--- config.mk ---
export PLATFORM = sky130hd
export DESIGN_NAME = softmax_stream_max_subtract
export DESIGN_NICKNAME = d
export VERILOG_FILES = /design/src/rtl/softmax_stream_max_subtract.sv
export SDC_FILE = /design/constraint.sdc
export NUM_CORES = 1
export LEC_CHECK = 0
export ABC_AREA = 0
export ABC_CLOCK_PERIOD_IN_PS = 6700
export CORE_MARGIN = 3
export CORE_UTILIZATION = 50
export CTS_CLUSTER_DIAMETER = 30
export DETAILED_ROUTE_END_ITERATION = 10
export PLACE_DENSITY_LB_ADDON = 0.2
export SLEW_MARGIN = 20
export SYNTH_ARGS = -nofsm -noshare
export SYNTH_HDL_FRONTEND = slang
export SYNTH_SLANG_ARGS = --single-unit
--- constraint.sdc ---
create_clock -name clk -period 6.7 [get_ports clk]
set_input_delay 1.005 -clock clk [delete_from_list [all_inputs] [get_ports clk]]
set_output_delay 1.005 -clock clk [all_outputs]
set_load 0.005 [all_outputs]
--- src/rtl/softmax_stream_max_subtract.sv ---
// Softmax front-end: buffers an N_CH-element frame, tracks its maximum, then
// streams saturated (x_i - max) differences with index/last tags under backpressure.
module softmax_stream_max_subtract #(
    parameter int unsigned DATA_WIDTH = 32,
    parameter int unsigned INTEGER    = 16,
    parameter int unsigned FRACTION   = 16,
    parameter int unsigned N_CH       = 4,
    localparam int unsigned IDX_W     = (N_CH > 1) ? $clog2(N_CH) : 1
) (
    input  logic                  clk,
    input  logic                  reset,
    input  logic                  flush,
    input  logic                  in_valid,
    output logic                  in_ready,
    input  logic [DATA_WIDTH-1:0] in_data,
    output logic                  out_valid,
    input  logic                  out_ready,
    output logic [DATA_WIDTH-1:0] out_data,
    output logic [IDX_W-1:0]      out_index,
    output logic                  out_last,
    output logic [DATA_WIDTH-1:0] max_out,
    output logic                  busy
);

    localparam int unsigned CNT_W = $clog2(N_CH + 1);
    // Width mismatch here flags an inconsistent INTEGER/FRACTION split.
    localparam logic [DATA_WIDTH-1:0] MOST_NEG = {1'b1, {(INTEGER + FRACTION - 1){1'b0}}};

    typedef enum logic [0:0] {S_LOAD, S_DRAIN} state_t;

    state_t                state, state_nxt;
    logic [IDX_W-1:0]      wr_cnt, wr_cnt_nxt;
    logic [CNT_W-1:0]      rd_cnt, rd_cnt_nxt;
    logic                  accept, load_out, done;
    logic [DATA_WIDTH-1:0] mem [N_CH];
    logic [IDX_W-1:0]      rd_idx;
    logic [DATA_WIDTH-1:0] rd_elem;
    logic signed [DATA_WIDTH:0] diff;
    logic [DATA_WIDTH-1:0] sat_diff;

    assign rd_idx  = rd_cnt[IDX_W-1:0];
    assign rd_elem = mem[rd_idx];

    // One extra bit keeps the difference exact; only negative overflow is possible.
    assign diff     = $signed({rd_elem[DATA_WIDTH-1], rd_elem}) - $signed({max_out[DATA_WIDTH-1], max_out});
    assign sat_diff = (diff[DATA_WIDTH] && !diff[DATA_WIDTH-1]) ? MOST_NEG : diff[DATA_WIDTH-1:0];

    // Next-state and handshake decode; flush discards any concurrent handshake.
    always_comb begin
        state_nxt  = state;
        wr_cnt_nxt = wr_cnt;
        rd_cnt_nxt = rd_cnt;
        accept     = 1'b0;
        load_out   = 1'b0;
        done       = 1'b0;
        if (flush) begin
            state_nxt  = S_LOAD;
            wr_cnt_nxt = '0;
            rd_cnt_nxt = '0;
        end else begin
            case (state)
                S_LOAD: begin
                    if (in_valid) begin
                        accept = 1'b1;
                        if (wr_cnt == IDX_W'(N_CH - 1)) begin
                            wr_cnt_nxt = '0;
                            state_nxt  = S_DRAIN;
                        end else begin
                            wr_cnt_nxt = wr_cnt + IDX_W'(1);
                        end
                    end
                end
                S_DRAIN: begin
                    done     = out_valid && out_ready && out_last;
                    load_out = (!out_valid || out_ready) && (rd_cnt < CNT_W'(N_CH));
                    if (load_out) begin
                        rd_cnt_nxt = rd_cnt + CNT_W'(1);
                    end
                    if (done) begin
                        rd_cnt_nxt = '0;
                        state_nxt  = S_LOAD;
                    end
                end
                default: state_nxt = S_LOAD;
            endcase
        end
    end

    always_ff @(posedge clk or negedge reset) begin
        if (!reset) begin
            state    <= S_LOAD;
            wr_cnt   <= '0;
            rd_cnt   <= '0;
            in_ready <= 1'b1;
            busy     <= 1'b0;
        end else begin
            state    <= state_nxt;
            wr_cnt   <= wr_cnt_nxt;
            rd_cnt   <= rd_cnt_nxt;
            in_ready <= (state_nxt == S_LOAD);
            busy     <= (wr_cnt_nxt != '0) || (state_nxt == S_DRAIN);
        end
    end

    // Frame buffer contents need no reset.
    always_ff @(posedge clk) begin
        if (accept) begin
            mem[wr_cnt] <= in_data;
        end
    end

    // Running maximum and output register.
    always_ff @(posedge clk or negedge reset) begin
        if (!reset) begin
            max_out   <= '0;
            out_valid <= 1'b0;
            out_data  <= '0;
            out_index <= '0;
            out_last  <= 1'b0;
        end else begin
            if (accept) begin
                if (wr_cnt == '0 || $signed(in_data) > $signed(max_out)) begin
                    max_out <= in_data;
                end
            end
            if (flush) begin
                out_valid <= 1'b0;
                out_last  <= 1'b0;
            end else if (load_out) begin
                out_valid <= 1'b1;
                out_data  <= sat_diff;
                out_index <= rd_idx;
                out_last  <= (rd_cnt == CNT_W'(N_CH - 1));
            end else if (done) begin
                out_valid <= 1'b0;
            end
        end
    end

endmodule

==> reports/metrics.csv, run 1 <==
stage,metric,value,unit
outcome,status,finished clean,
floorplanning,die height,148,µm
final_layout,Area Overhead vs Synth,26.3,%
yosys,Avg Inst Size Synth,13.9,µm²
timing,post-route clock period utilization,72.5,%
placement,placed instance area,11400,µm²
timing,RSZ-0062 raised after global routing,no,
yosys,syn nets,832,
global_route,largest net degree at the start of global routing,77,
timing,worst-margin pin slew,1050,ps
yosys,post-synthesis cell count,724,
yosys,synthesized area,10100,µm²
routing,via count,6700,
clock_network,Skew-Pair Late Insertion Delay,510,ps
timing,Rel. slew slack,29.8,%
power,P_int,3.82,mW
routing,ANT nets after route,0,
clock_network,Post-CTS Hold Buffers,0,
min_path,sink of the worst hold path,out_index[1],
timing,Final Hold Vio Count,0,
timing,WHS,476,ps
worst_setup_path,reg2reg end,out_data[25],
final_layout,share of layout cells above drive strength 1,17.6,%
final_layout,# fillers,1441,
min_path,Hold Path Cell Cnt,2,
yosys,post-synthesis sequential area ratio,57.0,%
job,Max Cap Viol,0,
floorplanning,Starting Density,51.3,%
yosys,"EDFF count, synth",128,
floorplanning,Site Rows,51,
power,clock power share,32.8,%
timing,setup_tns,0,ps
final_layout,final instance area,12700,µm²
global_route,vias in the first global route,7022,
placement,RD Place Congestion,0.882,
global_route,GRT Resource Usage Total,22.7,%
worst_setup_path,R2R Setup Slk,1840,ps
worst_setup_path,RR Startpoint,rd_cnt[0],
clock_network,CTS Sinks,204,
yosys,ys async rst share,37.3,%
clock_network,cts repair resizes,0,
routing,drt drc,0,
global_route,total grt overflow,0,
power,Power Dens Cells,447,nW/µm²
final_layout,"commonest cells after routing, fill and taps aside","edfxtp_1 (128), clkdlybuf4s50_1 (105), dfrtp_1 (74), ha_1 (70), inv_1 (54)",
final_layout,"commonest non-fill, non-tap cell in the layout",edfxtp_1,
timing,f_max,206,MHz
clock_network,"Setup Fix Bufs, Post-CTS",0,
clock_network,Num CTS Buffers,40,
floorplanning,# IOs,107,
worst_setup_path,Worst Path Max Fanout,19,
min_path,Hold Crit Class,flop to flop,
worst_setup_path,"Arr. time, crit path",5290,ps
power,worst vdd ir,0.000239,V
min_path,HP Start,out_index[1],
clock_network,Clock transition at path regs,50,ps
global_route,initial antenna violation count,0,
placement,buffers added on ports,106,
worst_setup_path,Worst setup EP type,flop,
yosys,"Warnings, synthesis",0,
floorplanning,die footprint,21900,µm²
power,proportion of power drawn by combinational gates,36.5,%
routing,routed length per placed instance,21.2,µm
worst_setup_path,R2R cell count,13,
yosys,Synth Flop Type,edfxtp_1,
timing,clk_skew,18.8,ps
power,leakage,5.09,nW
routing,initial DRC count,400,
worst_setup_path,critical path class,flop to flop,
routing,Pre-antenna DRT Iters,5,
clock_network,clock buffer depth,3,
final_layout,Layout Utilization,64.8,%
global_route,first-pass GRT wire length,38.8,mm
final_layout,fin nets,963,
worst_setup_path,CP Data Required Time,7130,ps
power,Sw Ratio,32.8,%
timing,Max Slew Vio Count,0,
power,Psw,1.87,mW
worst_setup_path,Critical Path Source Type,flop,
floorplanning,width of the chip,148,µm
routing,vias per inst,5.82,
clock_network,root buffer cell,clkbuf_16,
final_layout,n_diodes,0,
floorplanning,total core area,19700,µm²
timing,Final Critical Period,4860,ps
clock_network,htree depth,2,
placement,DP HPWL,16.2,mm
yosys,synth unique cells,66,
routing,Total Routed Length,24.4,mm
yosys,"FF+latch count, synth",204,
clock_network,CTS tree,done,
power,register share of total power,30.6,%
power,power after layout,5.69,mW
timing,final setup fails,0,
## logic make-up after synthesis
logic type | share of synthesized area (%)
AOI/OAI and AO/OA | 12.2
xor gates and xnor gates | 2.43
buffers and inverters | 3.18
adders and majority gates | 8.89
and+or+nand+nor | 5.32
DFF | 57.0
muxes | 10.9
## stage by stage
| stage | instances | setup slack, ps |
|---|---|---|
| 6_report | 1152 | 1840 |
| 5_1_grt | 1152 | 1490 |
| 4_1_cts | 1152 | 1900 |
| 3_5_place_dp | 1078 | 1910 |
| 3_3_place_gp | 1078 | 1980 |
| 2_1_floorplan | 724 | 2460 |
## synthesized netlist by cell type, drive strengths merged, types with 3 or more instances
master / n / area share (%)
or3: 3 / 0.19
a221oi: 3 / 0.56
o21bai: 7 / 0.56
clkbuf: 18 / 0.67
buf: 7 / 0.50
dfrtp: 75 / 19
mux4: 32 / 7.2
nand2: 25 / 0.93
nor2: 26 / 0.97
xnor2: 17 / 1.5
a22o: 30 / 2.6
inv: 54 / 2.0
xor2: 11 / 0.96
and3: 3 / 0.19
a31oi: 7 / 0.43
ha: 70 / 8.7
a21o: 27 / 2.0
o21ai: 20 / 1.0
nor3: 9 / 0.45
mux2: 32 / 3.6
and2: 6 / 0.37
a21oi: 45 / 2.4
nand4: 9 / 0.56
nand3: 8 / 0.40
o31ai: 3 / 0.27
o211ai: 6 / 0.45
edfxtp: 128 / 38
a31o: 3 / 0.26
nand2b: 5 / 0.31
## worst max-delay path, cell delays in order (launching register included)
cell      delay [ps]
dfrtp_2          810
buf_4            500
mux4_2           600
ha_1             410
nand2_1          140
o21ai_0          260
a21boi_0         180
o21ai_2          150
a221oi_4         140
o31ai_2          370
a221oi_2          80
o21bai_2         540
buf_4            380
a32o_1           210
## cell type report
type	instances	area, µm²	area share, %
clock buffer	45	1060	8.34
clock inverter	29	236	1.86
inverter	54	203	1.59
multi-input combinational	441	4020	31.6
sequential	204	5750	45.2
tap	265	332	2.61
timing repair buffer	114	1120	8.82
## power groups by stage
stage / registers, mW / logic, mW / clock network (mW)
final: 1.74 / 2.08 / 1.87
after detailed placement: 1.76 / 2.04 / 0
after global routing: 1.77 / 2.28 / 1.96
after global placement: 1.75 / 2.00 / 0
after floorplan: 1.71 / 1.26 / 0
after CTS: 1.74 / 2.07 / 1.90
## metal layers
layer	wire (µm)	GRT usage (%)
met5	0	0
met4	653	7.39
met3	1790	4.78
met2	11200	34.8
met1	10800	33.0
## registers in the layout (all words and copies together), names as in the netlist
name / cells
busy: 1
in_ready: 1
max_out: 32
mem: 128
out_data: 32
out_index: 2
out_last: 1
out_valid: 1
rd_cnt: 3
state: 1
wr_cnt: 2
## worst max-delay path by stage
| stage | to | from | slack (ps) | cells after the start |
|---|---|---|---|---|
| global placement | out_data[25] | rd_cnt[0] | 1980 | 15 |
| detailed placement | out_data[25] | rd_cnt[0] | 1910 | 13 |
| global route | out_data[25] | rd_cnt[0] | 1490 | 13 |
| finish | out_data[25] | rd_cnt[0] | 1840 | 13 |
| floorplan | out_data[10] | rd_cnt[0] | 2460 | 14 |
| CTS | out_data[25] | rd_cnt[0] | 1900 | 13 |
Power figures use the tool's default switching activity.
==> inputs of run 2 (changes only) <==
ABC_CLOCK_PERIOD_IN_PS = 4400   (was 6700)
clock period = 4.4 ns   (was 6.7 ns; I/O delays follow)
==> run 2 against run 1 <==
  * Sequential share of layout area fell by 1.1 points
  * Hold slack lost 270 ps
  * Sequential cell count unchanged
  * Count of clock-buffer cells in the layout grew 1
  * Clock power increased by 79%
  * Largest cell class unchanged
  * Die area did not move
  * Wire length rose by 2.3%
==> reports/metrics.csv, run 2 (synthesis results as in run 1) <==
stage,metric,value,unit,change
routing,initial DRC count,689,,was 400
power,P_int,6.26,mW,was 3.82 mW
global_route,vias in the first global route,7194,,was 7022
power,register share of total power,28.5,%,was 30.6%
final_layout,Biggest register,mem,,unchanged
floorplanning,die footprint,21900,µm²,unchanged
timing,Max Slew Vio Count,0,,unchanged
routing,routed length per placed instance,21.5,µm,was 21.2 µm
timing,Final Hold Vio Count,0,,unchanged
floorplanning,# IOs,107,,unchanged
final_layout,Non-Filler Instances,1161,,was 1152
worst_setup_path,CP Cell Sequence,"mux4_2, inv_1, ha_1, inv_1, fa_1, a21o_1, a221o_1, a21oi_4, o21ai_2, a221oi_4, o31ai_2, a221oi_2, o21bai_2, buf_4, a32o_1",,"was buf_4, mux4_2, ha_1, nand2_1, o21ai_0, a21boi_0, o21ai_2, a221oi_4, o31ai_2, a221oi_2, o21bai_2, buf_4, a32o_1"
final_layout,multi-input logic area,4020,µm²,unchanged
worst_setup_path,"Arr. time, crit path",4430,ps,was 5290 ps
worst_setup_path,critical path class,flop to flop,,unchanged
final_layout,"commonest non-fill, non-tap cell in the layout",edfxtp_1,,unchanged
power,Psw,2.95,mW,was 1.87 mW
final_layout,FF/Latch Area,5750,µm²,unchanged
power,Power Dens Cells,706,nW/µm²,was 447 nW/µm²
timing,Final Critical Period,4030,ps,was 4860 ps
clock_network,CTS tree,done,,unchanged
routing,via count,6811,,was 6700
final_layout,# fillers,1421,,was 1441
placement,DP HPWL,16.7,mm,was 16.2 mm
final_layout,largest registers,"mem: 128 flops, max_out: 32 flops, out_data: 32 flops",,unchanged
clock_network,Clock transition at path regs,50,ps,about the same
routing,drt drc,0,,unchanged
final_layout,fin nets,970,,was 963
clock_network,clock buffer depth,3,,unchanged
floorplanning,Starting Density,51.3,%,unchanged
clock_network,Skew-Pair Late Insertion Delay,510,ps,about the same
worst_setup_path,CP Data Required Time,4800,ps,was 7130 ps
floorplanning,die height,148,µm,unchanged
worst_setup_path,cell mode on critical path,inv_1,,was buf_4
placement,Cells after DPL,1083,,was 1078
timing,f_max,248,MHz,was 206 MHz
routing,ANT nets after route,0,,unchanged
routing,vias per inst,5.87,,was 5.82
final_layout,"commonest cells after routing, fill and taps aside","edfxtp_1 (128), clkdlybuf4s50_1 (105), dfrtp_1 (74), ha_1 (70), inv_1 (54)",,unchanged
job,Max Cap Viol,0,,unchanged
clock_network,Num CTS Buffers,42,,was 40
timing,final setup fails,0,,unchanged
worst_setup_path,CP max stage cell,mux4_2,,was dfrtp_2
routing,Total Routed Length,25.0,mm,was 24.4 mm
timing,post-route clock period utilization,91.6,%,was 72.5%
clock_network,cts repair resizes,0,,unchanged
clock_network,root buffer cell,clkbuf_16,,unchanged
min_path,Hold Crit Class,input port to asynchronous set/reset pin,,was flop to flop
clock_network,CTS Sinks,204,,unchanged
worst_setup_path,Worst Path Max Fanout,19,,unchanged
timing,worst-margin pin slew,998,ps,was 1050 ps
final_layout,number of flip-flops under the largest register name,128,,unchanged
power,worst vdd ir,0.000444,V,was 0.000239 V
final_layout,n_diodes,0,,unchanged
global_route,total grt overflow,0,,unchanged
power,Sw Ratio,32.0,%,was 32.8%
worst_setup_path,Critical Path Source Type,flop,,unchanged
global_route,GRT Resource Usage Total,23.3,%,was 22.7%
global_route,largest net degree at the start of global routing,77,,unchanged
outcome,status,finished clean,,unchanged
timing,clk_skew,9.78,ps,was 18.8 ps
global_route,initial antenna violation count,0,,unchanged
floorplanning,total core area,19700,µm²,unchanged
clock_network,htree depth,2,,unchanged
power,proportion of power drawn by combinational gates,35.0,%,was 36.5%
floorplanning,width of the chip,148,µm,unchanged
floorplanning,Site Rows,51,,unchanged
worst_setup_path,Worst setup EP type,flop,,unchanged
routing,Pre-antenna DRT Iters,5,,unchanged
power,clock power share,36.4,%,was 32.8%
clock_network,"Setup Fix Bufs, Post-CTS",0,,unchanged
clock_network,Post-CTS Hold Buffers,0,,unchanged
power,leakage,5.23,nW,was 5.09 nW
timing,setup_tns,0,ps,unchanged
final_layout,share of layout cells above drive strength 1,19.0,%,was 17.6%
global_route,first-pass GRT wire length,39.7,mm,was 38.8 mm
final_layout,Area Overhead vs Synth,29.4,%,was 26.3%
worst_setup_path,"slowest stage delay, CP",510,ps,was 810 ps
placement,buffers added on ports,106,,unchanged
placement,RD Place Congestion,0.921,,was 0.882
timing,RSZ-0062 raised after global routing,no,,unchanged
timing,Rel. slew slack,33.4,%,was 29.8%
run 2: final cells by class:
type                    instances  share of cell area [%]
flip-flops and latches        204                    44.1
well taps                     265                    2.54
clock buffers                  46                    8.67
multi-input cells             441                    30.9
inverters                      54                    1.55
repair buffers                119                    9.28
clock inverters                32                    3.01
run 2: final timing paths:
kind,endpoint,slack [ps],startpoint,cells past startpoint
worst max-delay path,out_data[25],370,rd_cnt[0],15
worst min-delay path,out_data[23],200,reset,1
worst max register to register,out_data[25],370,rd_cnt[0],15
worst min register to register,out_index[1],480,out_index[1],2
max in group asynchronous,rd_cnt[0],3660,reset,1
min in group clk,out_index[1],480,out_index[1],2
run 2: routing by layer:
metal | routed length [µm] | GRT usage [%] | up-vias
li1 | - | - | 3071
met1 | 10600 | 31.7 | 3420
met2 | 12000 | 38.4 | 277
met3 | 1800 | 4.69 | 43
met4 | 546 | 7.02 | 0
met5 | 0 | 0 | -
run 2: metrics by stage:
stage	hold WS [ps]	util, %	power [mW]	setup WS, ps	instance area, µm²
floorplan	364	-	4.53	155	10100
global placement	464	58.6	5.74	490	11500
detailed placement	470	58.6	5.83	417	11500
CTS	381	66.3	9.23	389	13000
global route	262	66.3	9.67	185	13000
finish	203	66.3	9.20	368	13000
run 2: power groups by stage:
stage                     clock network [mW]  registers, mW  logic (mW)
after floorplan                            0           2.61        1.92
after global placement                     0           2.64        3.10
after detailed placement                   0           2.65        3.18
after CTS                               3.38           2.62        3.22
after global routing                    3.49           2.67        3.52
final                                   3.35           2.63        3.23
run 2: worst max-delay path, delay by kind of cell (launching register included):
family | cells | cell delay (ps)
compound gates | 9 | 2060
fa+ha+maj | 2 | 540
buf+inv | 3 | 360
flops | 1 | 440
mux | 1 | 510
==> inputs of run 3 (changes only) <==
ABC_CLOCK_PERIOD_IN_PS = 3500   (was 4400)
CORE_UTILIZATION = 52   (was 50)
clock period = 3.5 ns   (was 4.4 ns; I/O delays follow)
==> run 3 against run 2 <==
  * Highest routed layer unchanged
  * Largest cell class unchanged
  * Fmax grew 9.3%
  * Sequential cell count is the same
  * Worst setup slack lost 560 ps
  * Cell count grew 8.0%
  * Sequential power grew 25%
  * The flow now finishes with violations (setup timing)
  * Hold slack lost 130 ps
  * Critical path type unchanged
==> reports/metrics.csv, run 3 (synthesis results as in run 1) <==
stage,metric,value,unit,change
outcome,status,finished with violations,,was finished clean
outcome,violated checks,setup timing,,
final_layout,"commonest cells after routing, fill and taps aside","edfxtp_1 (128), buf_4 (108), clkdlybuf4s50_1 (105), dfrtp_1 (74), ha_1 (59)",,"was edfxtp_1 (128), clkdlybuf4s50_1 (105), dfrtp_1 (74), ha_1 (70), inv_1 (54)"
min_path,Hold Crit Class,input port to asynchronous set/reset pin,,unchanged
final_layout,share of layout cells above drive strength 1,28.9,%,was 19.0%
floorplanning,width of the chip,145,µm,was 148 µm
timing,Max Slew Vio Count,0,,unchanged
routing,vias per inst,5.71,,was 5.87
power,Power Dens Cells,854,nW/µm²,was 706 nW/µm²
final_layout,fin nets,1073,,was 970
worst_setup_path,R2R Setup Slk,-190,ps,was 370 ps
timing,final setup fails,31,,was 0
final_layout,Area Overhead vs Synth,37.4,%,was 29.4%
timing,f_max,271,MHz,was 248 MHz
global_route,vias in the first global route,7389,,was 7194
final_layout,final instance area,13800,µm²,was 13000 µm²
final_layout,"commonest non-fill, non-tap cell in the layout",edfxtp_1,,unchanged
final_layout,n_diodes,0,,unchanged
routing,drt drc,0,,unchanged
global_route,GRT Resource Usage Total,24.0,%,was 23.3%
placement,DP HPWL,17.2,mm,was 16.7 mm
floorplanning,Site Rows,50,,was 51
timing,Rel. slew slack,50.2,%,was 33.4%
clock_network,root buffer cell,clkbuf_16,,unchanged
global_route,initial antenna violation count,1,,was 0
worst_setup_path,Worst setup EP type,flop,,unchanged
clock_network,Clock transition at path regs,60,ps,was 50 ps
timing,clk_skew,21.7,ps,was 9.78 ps
final_layout,number of flip-flops under the largest register name,128,,unchanged
placement,placed instance area,12300,µm²,was 11500 µm²
global_route,first-pass GRT wire length,40.3,mm,was 39.7 mm
power,worst vdd ir,0.000462,V,was 0.000444 V
floorplanning,die height,145,µm,was 148 µm
floorplanning,die footprint,21100,µm²,was 21900 µm²
clock_network,CTS tree,done,,unchanged
clock_network,Num CTS Buffers,39,,was 42
routing,initial DRC count,592,,was 689
routing,routed length per placed instance,20.3,µm,was 21.5 µm
placement,buffers added on ports,106,,unchanged
routing,ANT nets after route,0,,unchanged
final_layout,largest registers,"mem: 128 flops, max_out: 32 flops, out_data: 32 flops",,unchanged
timing,WHS,74.3,ps,was 203 ps
placement,Cells after DPL,1175,,was 1083
timing,post-route clock period utilization,105,%,was 91.6%
clock_network,Skew-Pair Late Insertion Delay,510,ps,about the same
global_route,total grt overflow,0,,unchanged
routing,Pre-antenna DRT Iters,5,,unchanged
clock_network,CTS Sinks,204,,unchanged
worst_setup_path,Critical Path Source Type,flop,,unchanged
routing,Total Routed Length,25.5,mm,was 25.0 mm
worst_setup_path,critical path class,flop to flop,,unchanged
clock_network,htree depth,2,,unchanged
final_layout,Non-Filler Instances,1254,,was 1161
timing,Final Hold Vio Count,0,,unchanged
timing,PnR worst setup slack,-190,ps,was 368 ps
placement,RD Place Congestion,0.909,,was 0.921
final_layout,# fillers,1260,,was 1421
worst_setup_path,CP Data Required Time,3880,ps,was 4800 ps
clock_network,clock buffer depth,3,,unchanged
timing,Final Critical Period,3690,ps,was 4030 ps
routing,via count,7160,,was 6811
floorplanning,Starting Density,53.3,%,was 51.3%
floorplanning,total core area,18900,µm²,was 19700 µm²
worst_setup_path,"Arr. time, crit path",4070,ps,was 4430 ps
worst_setup_path,Worst Path Max Fanout,7,,was 19
timing,RSZ-0062 raised after global routing,yes,,was no
timing,setup_tns,-5360,ps,was 0 ps
final_layout,Biggest register,mem,,unchanged
power,leakage,5.66,nW,was 5.23 nW
timing,worst-margin pin slew,747,ps,was 998 ps
global_route,largest net degree at the start of global routing,77,,unchanged
floorplanning,# IOs,107,,unchanged
job,Max Cap Viol,0,,unchanged
[run 3: final timing paths]
check / from / to / cells after the start
hold reg to reg: out_index[1] / out_index[1] / 2
setup / recovery: rd_cnt[0] / out_data[23] / 15
max in group asynchronous: reset / rd_cnt[0] / 1
hold / removal: reset / max_out[15] / 1
min in group clk: out_index[1] / out_index[1] / 2
setup reg to reg: rd_cnt[0] / out_data[23] / 15
[run 3: layout make-up]
cell class,instances,area (µm²),area share [%]
flip-flops and latches,204,5750,41.5
multi-input cells,441,4210,30.4
repair buffers,225,2070,14.9
clock buffers,45,1030,7.43
well taps,260,325,2.35
clock inverters,25,258,1.86
inverters,54,203,1.46
[run 3: report_power, final]
part	switching, mW	internal [mW]	leakage (nW)
logic	2.26	2.66	2.91
registers	0.315	2.98	2.13
clock network	1.25	2.35	0.621
[run 3: critical path, stage by stage (launching register included)]
cell      delay, ps
dfrtp_2         460
mux4_2          530
inv_2            80
ha_4            130
inv_2            30
fa_2            340
a21o_1          180
a221o_1         360
a21oi_4         210
o21ai_4          80
a221oi_4        260
o31ai_2         110
a221oi_2        270
o21bai_4        160
buf_4           190
a22o_1          180
[run 3: per-layer routing]
layer  vias up  routed length (µm)  part of all wire, %  global-route usage, %
li1       3281                   -                    -                      -
met1      3572               11100                   43                   33.5
met2       266               12400                   49                   39.2
met3        41                1580                  6.2                   4.72
met4         0                 458                  1.8                   6.17
met5         -                   0                    0                      0
[run 3: repair_timing]
action,in CTS,in global routing
pin swaps,6,3
gates cloned,1,1
buffers inserted,1,6
resized for setup,5,14
hold buffers,0,0
setup endpoints to repair,32,32
[run 3: stage by stage]
stage	util, %	power (mW)	worst slack (ps)
floorplan	-	5.76	-93.5
global placement	65.3	7.89	-147
detailed placement	65.3	8.01	-233
CTS	72.5	11.7	-188
global route	73.3	12.5	-348
finish	73.3	11.8	-190
==> edit 1 (flow settings as in run 2) <==
Change the parameter `DATA_WIDTH` from 32 to 48.
--- a/src/rtl/softmax_stream_max_subtract.sv
+++ b/src/rtl/softmax_stream_max_subtract.sv
@@ -1,7 +1,7 @@
 // Softmax front-end: buffers an N_CH-element frame, tracks its maximum, then
 // streams saturated (x_i - max) differences with index/last tags under backpressure.
 module softmax_stream_max_subtract #(
-    parameter int unsigned DATA_WIDTH = 32,
+    parameter int unsigned DATA_WIDTH = 48,
     parameter int unsigned INTEGER    = 16,
     parameter int unsigned FRACTION   = 16,
     parameter int unsigned N_CH       = 4,
Interface: changed (resized in_data, max_out and out_data); port bits go from 107 to 155. The function was not compared with the original's and may differ.
==> edit 1 against run 2 <==
- worst setup slack got worse by 0.13 ns
- sequential cell count increased by 96
- final area increased by 56%
- total power increased by 42%
- synthesized area increased by 54%
- routed wire length increased by 55%
- final cell count increased by 57%
- combinational power increased by 29%
- maximum frequency decreased by 3.1%
- critical endpoint is now out_data[9]$_DFFE_PN0P_
- largest cell class unchanged
- largest power group unchanged
==> edit 1: results (changes against run 2) <==
[status]
outcome = finished clean

[placed_design]
dpl.hpwl_microns = 26600  ; +59%
io_buffers = 154  ; +45%
place_inst = 1695  ; +57%
gp_congestion = 0.884  ; -4.0%
placed_cell_area_sq_um = 17700  ; +54%

[setup_path]
cp_max_fo = 20  ; +1

[grt]
grt_pass1_vias = 11135  ; +55%
grt_use_total_pct = 23.7  ; +0.42 points
grt_max_degree = 75  ; -2.6%

[clock_network]
cts-buffers-inserted = 67  ; +60%
htreeDepth = 3  ; +1
clock_latency_ns = 0.56  ; +0.05 ns

[synth]
synth_area_leaders = edfxtp_1, dfrtp_1, ha_1
synth_edf_count = 192  ; +50%
ys_types = 75  ; +14%
synthTopCellsByCount = edfxtp_1, dfrtp_1, ha_1
syn_nets = 1317  ; +58%
yosysTopAreaCellShare_pct = 37.2  ; -0.93 points
synth-seq-area-share_pct = 54.7  ; -2.4 points

[layout]
fin_nets = 1540  ; +59%
largestRegisters = mem: 192 flops, max_out: 48 flops, out_data: 48 flops
drive_above_1_share_pct = 22.0  ; +3.1 points

[routing]
vias_per_cell = 5.80  ; -1.1%
wl_per_cell_microns = 21.2  ; -1.4%
drt_iter0_drc = 786  ; +14%
routed_wl_microns = 38800  ; +55%

[power]
power_leakage_nw = 8.16  ; +56%
ir_worst_vdd_mv = 0.468  ; +5.3%

[timing]
finClkSkew_ns = 0.0280  ; +0.0182 ns
worst_slew_pin_slew_ns = 0.815  ; -0.184 ns

-- edit 1: metrics by stage --
stage / setup WS [ns] / utilization (%) / power (mW)
finish: 0.241 / 67.4 / 13.1
global route: -0.00262 / 67.4 / 13.7
CTS: 0.189 / 67.1 / 13.1
detailed placement: -0.0406 / 58.9 / 7.73
global placement: 0.0288 / 58.9 / 7.68
floorplan: 0.195 / - / 6.10
-- edit 1: worst max-delay path: stages, from the launching register on --
cell     delay, ns
dfrtp_4       0.55
buf_12        0.15
buf_12        0.17
mux4_2        0.54
ha_1          0.33
nand4_1       0.19
or4_1         0.62
nor3_2        0.25
nor3_4        0.09
o31ai_4       0.21
mux2_4        0.44
buf_12        0.22
o31ai_1       0.25
-- edit 1: power groups by stage --
stage          combinational (mW)  clock (mW)  sequential [mW]
6_report                     4.17        5.32             3.60
3_3_place_gp                 4.05           0             3.63
3_5_place_dp                 4.09           0             3.64
4_1_cts                      4.15        5.37             3.60
5_1_grt                      4.55        5.53             3.64
2_1_floorplan                2.48           0             3.61
-- edit 1: layout make-up --
class                      count  area share (%)
timing repair buffer         202            10.2
tap                          390            2.40
multi-input combinational    742            32.3
clock buffer                  78            8.66
clock inverter                46            3.43
inverter                      70            1.29
sequential                   300            41.7
-- edit 1: metal layers --
| metal | GRT usage [%] | up-vias | routed length (microns) |
|---|---|---|---|
| met5 | 0 | - | 0 |
| met4 | 7.83 | 0 | 1090 |
| met3 | 4.25 | 84 | 2520 |
| met2 | 38.4 | 374 | 18500 |
| met1 | 32.8 | 5255 | 16700 |
| li1 | - | 4888 | - |
-- edit 1: repair_timing --
item | in CTS | in global routing
hold endpoints to repair | 0 | 0
setup endpoints to repair | 0 | 34
buffers inserted | 0 | 8
gates resized for setup | 0 | 1
-- edit 1: path summary, 6_finish.rpt --
path	start	to	slack, ns	cells after the start
setup / recovery	rd_cnt[0]$_DFFE_PN0P_	out_data[9]$_DFFE_PN0P_	0.24	12
min in group clk	out_data[23]$_DFFE_PN0P_	out_data[23]$_DFFE_PN0P_	0.48	2
setup reg to reg	rd_cnt[0]$_DFFE_PN0P_	out_data[9]$_DFFE_PN0P_	0.24	12
hold reg to reg	out_data[23]$_DFFE_PN0P_	out_data[23]$_DFFE_PN0P_	0.48	2
max in group asynchronous	reset	out_data[13]$_DFFE_PN0P_	3.59	2
hold / removal	reset	out_data[4]$_DFFE_PN0P_	0.003	1
-- edit 1: kinds of logic after synthesis --
kind of cell	count (synthesis)	share of synthesized area, %
fa+ha+maj	104	8.45
buf+inv	118	3.27
flops	300	54.7
simple gates	224	6.69
compound gates	270	13.6
xor+xnor	43	2.43
mux	101	10.8
==> edit 2 (flow settings as in run 2) <==
Without the edit above. Reset style: synchronous (`reset`), changed in 2 clocked blocks.
--- a/src/rtl/softmax_stream_max_subtract.sv
+++ b/src/rtl/softmax_stream_max_subtract.sv
@@ -86,7 +86,7 @@
         end
     end
 
-    always_ff @(posedge clk or negedge reset) begin
+    always_ff @(posedge clk) begin
         if (!reset) begin
             state    <= S_LOAD;
             wr_cnt   <= '0;
@@ -110,7 +110,7 @@
     end
 
     // Running maximum and output register.
-    always_ff @(posedge clk or negedge reset) begin
+    always_ff @(posedge clk) begin
         if (!reset) begin
             max_out   <= '0;
             out_valid <= 1'b0;
Formal check against the unedited RTL: differs if reset is asserted again (counterexample within 4 cycles, from zero or initial values and one cycle with reset low); with reset held inactive, the same outputs for 4 cycles.
==> edit 2 against run 2 <==
- non-clock buffer count rose by 2
- synthesized cell count rose by 15%
- worst setup slack improved by 0.21 ns
- routed wire length fell by 2.7%
- final area fell by 0.87%
- sequential cell count rose by 2
- count of clock-buffer cells in the layout rose by 2
- largest cell class unchanged
- synthesized area barely moved
- final cell count rose by 8.6%
Power is not compared: it rests on default switching activity, and its combinational part moved more than twofold at a synthesized area within 25%.
==> edit 2: results (changes against run 2) <==
[status]
outcome = finished clean

[setup_path]
reg2reg_depth = 12  ; -3
cp_slowest_cell = mux4_2
cp_max_fo = 30  ; +11
r2r-end = out_data[7]$_SDFFE_PN0P_
cp_data_arrival_time_ns = 4.22  ; -0.21 ns
cp-end-kind = flop
max_stage_delay_ns = 0.56  ; +0.05 ns

[synth]
synth_xor_area_share_pct = 2.35  ; -0.088 points
synth_area_leaders = edfxtp_1, dfxtp_1, ha_1
synthMuxAreaShare_pct = 10.6  ; -0.30 points
synthCells = 830  ; +15%
synth_adder_area_share_pct = 8.89  ; about the same
synth-main-ff-cell = edfxtp_1
syn_nets = 938  ; +13%
synth_compound_area_share_pct = 11.8  ; -0.39 points
synth-async-reset-ratio_pct = 0  ; -37 points
synth_edf_count = 128  ; unchanged
synth-seq-area-share_pct = 53.6  ; -3.4 points
synthTopCellsByCount = edfxtp_1, nand2_1, dfxtp_1
ys_types = 63  ; -4.5%

[grt]
grt_use_total_pct = 22.5  ; -0.85 points
grt_use_met3_pct = 4.14  ; -0.55 points
grt_pass1_vias = 7272  ; +1.1%
met1_usage_pct = 30.8  ; -0.87 points
grt_max_degree = 42  ; -45%
grt_use_met2_pct = 36.7  ; -1.7 points
grt_pass1_wl_microns = 39000  ; -1.7%

[routing]
dr.max_layer_used = met4
wl_per_cell_microns = 19.3  ; -10%
drt_pass1_iterations = 6  ; +1
routed_wl_microns = 24300  ; -2.7%
route.vias.total = 7117  ; +4.5%
m1WireLength_microns = 10700  ; +0.54%
dr_wl_met3_microns = 1510  ; -16%
drt_iter0_drc = 512  ; -26%
wl_met2_microns = 11600  ; -3.9%

[timing]
whs_ns = 0.471  ; +0.268 ns
finClkSkew_ns = 0.0173  ; +0.00750 ns
timing.final.crit_share_pct = 87.0  ; -4.7 points
worst_slew_pin_slew_ns = 0.918  ; -0.0801 ns

[placed_design]
gp_congestion = 0.900  ; -2.2%
place_inst = 1182  ; +9.1%
dpl.hpwl_microns = 16800  ; +0.34%
placed_cell_area_sq_um = 11500  ; -0.51%

[layout]
fillers = 1510  ; +6.3%
drive_above_1_share_pct = 14.5  ; -4.5 points
design_area_sq_um = 12900  ; -0.87%
fin_nets = 1070  ; +10%

[power]
ir_worst_vdd_mv = 0.400

[clock_network]
clk_pin_slew_ns = 0.05  ; about the same
cts_setup_buffers = 0  ; unchanged
cts-buffers-inserted = 43  ; +2.4%

[hold_path]
hold_class = reg2reg

[edit 2: cell count changes after synthesis, sizes merged, moves of 7 or more]
cell,delta
nand2,+85
dfxtp,+78
dfrtp,-75
mux2i,+33
mux2,-32
a21o,-19
nor2,+12
inv,-7
o21a,+7
[edit 2: final cells by class]
type / instances / share of cell area (%)
tap: 265 / 2.57
timing repair buffer: 121 / 9.24
clock inverter: 31 / 2.58
inverter: 47 / 1.36
clock buffer: 48 / 8.80
sequential: 206 / 41.8
multi-input combinational: 543 / 33.6
[edit 2: cells by family (layout without fill, tap and decap cells)]
kind of cell	count (synthesis)	after routing
compound gates	169	169
xor+xnor	27	27
fa+ha+maj	71	71
buf+inv	81	247
flops	206	206
mux	67	67
simple gates	209	209
[edit 2: where the power goes]
| group | total (mW) | internal [mW] | switching, mW |
|---|---|---|---|
| logic | 0.549 | 0.233 | 0.316 |
| clock network | 3.24 | 2.17 | 1.06 |
| registers | 2.11 | 2.09 | 0.0186 |
| total | 5.90 | 4.50 | 1.40 |
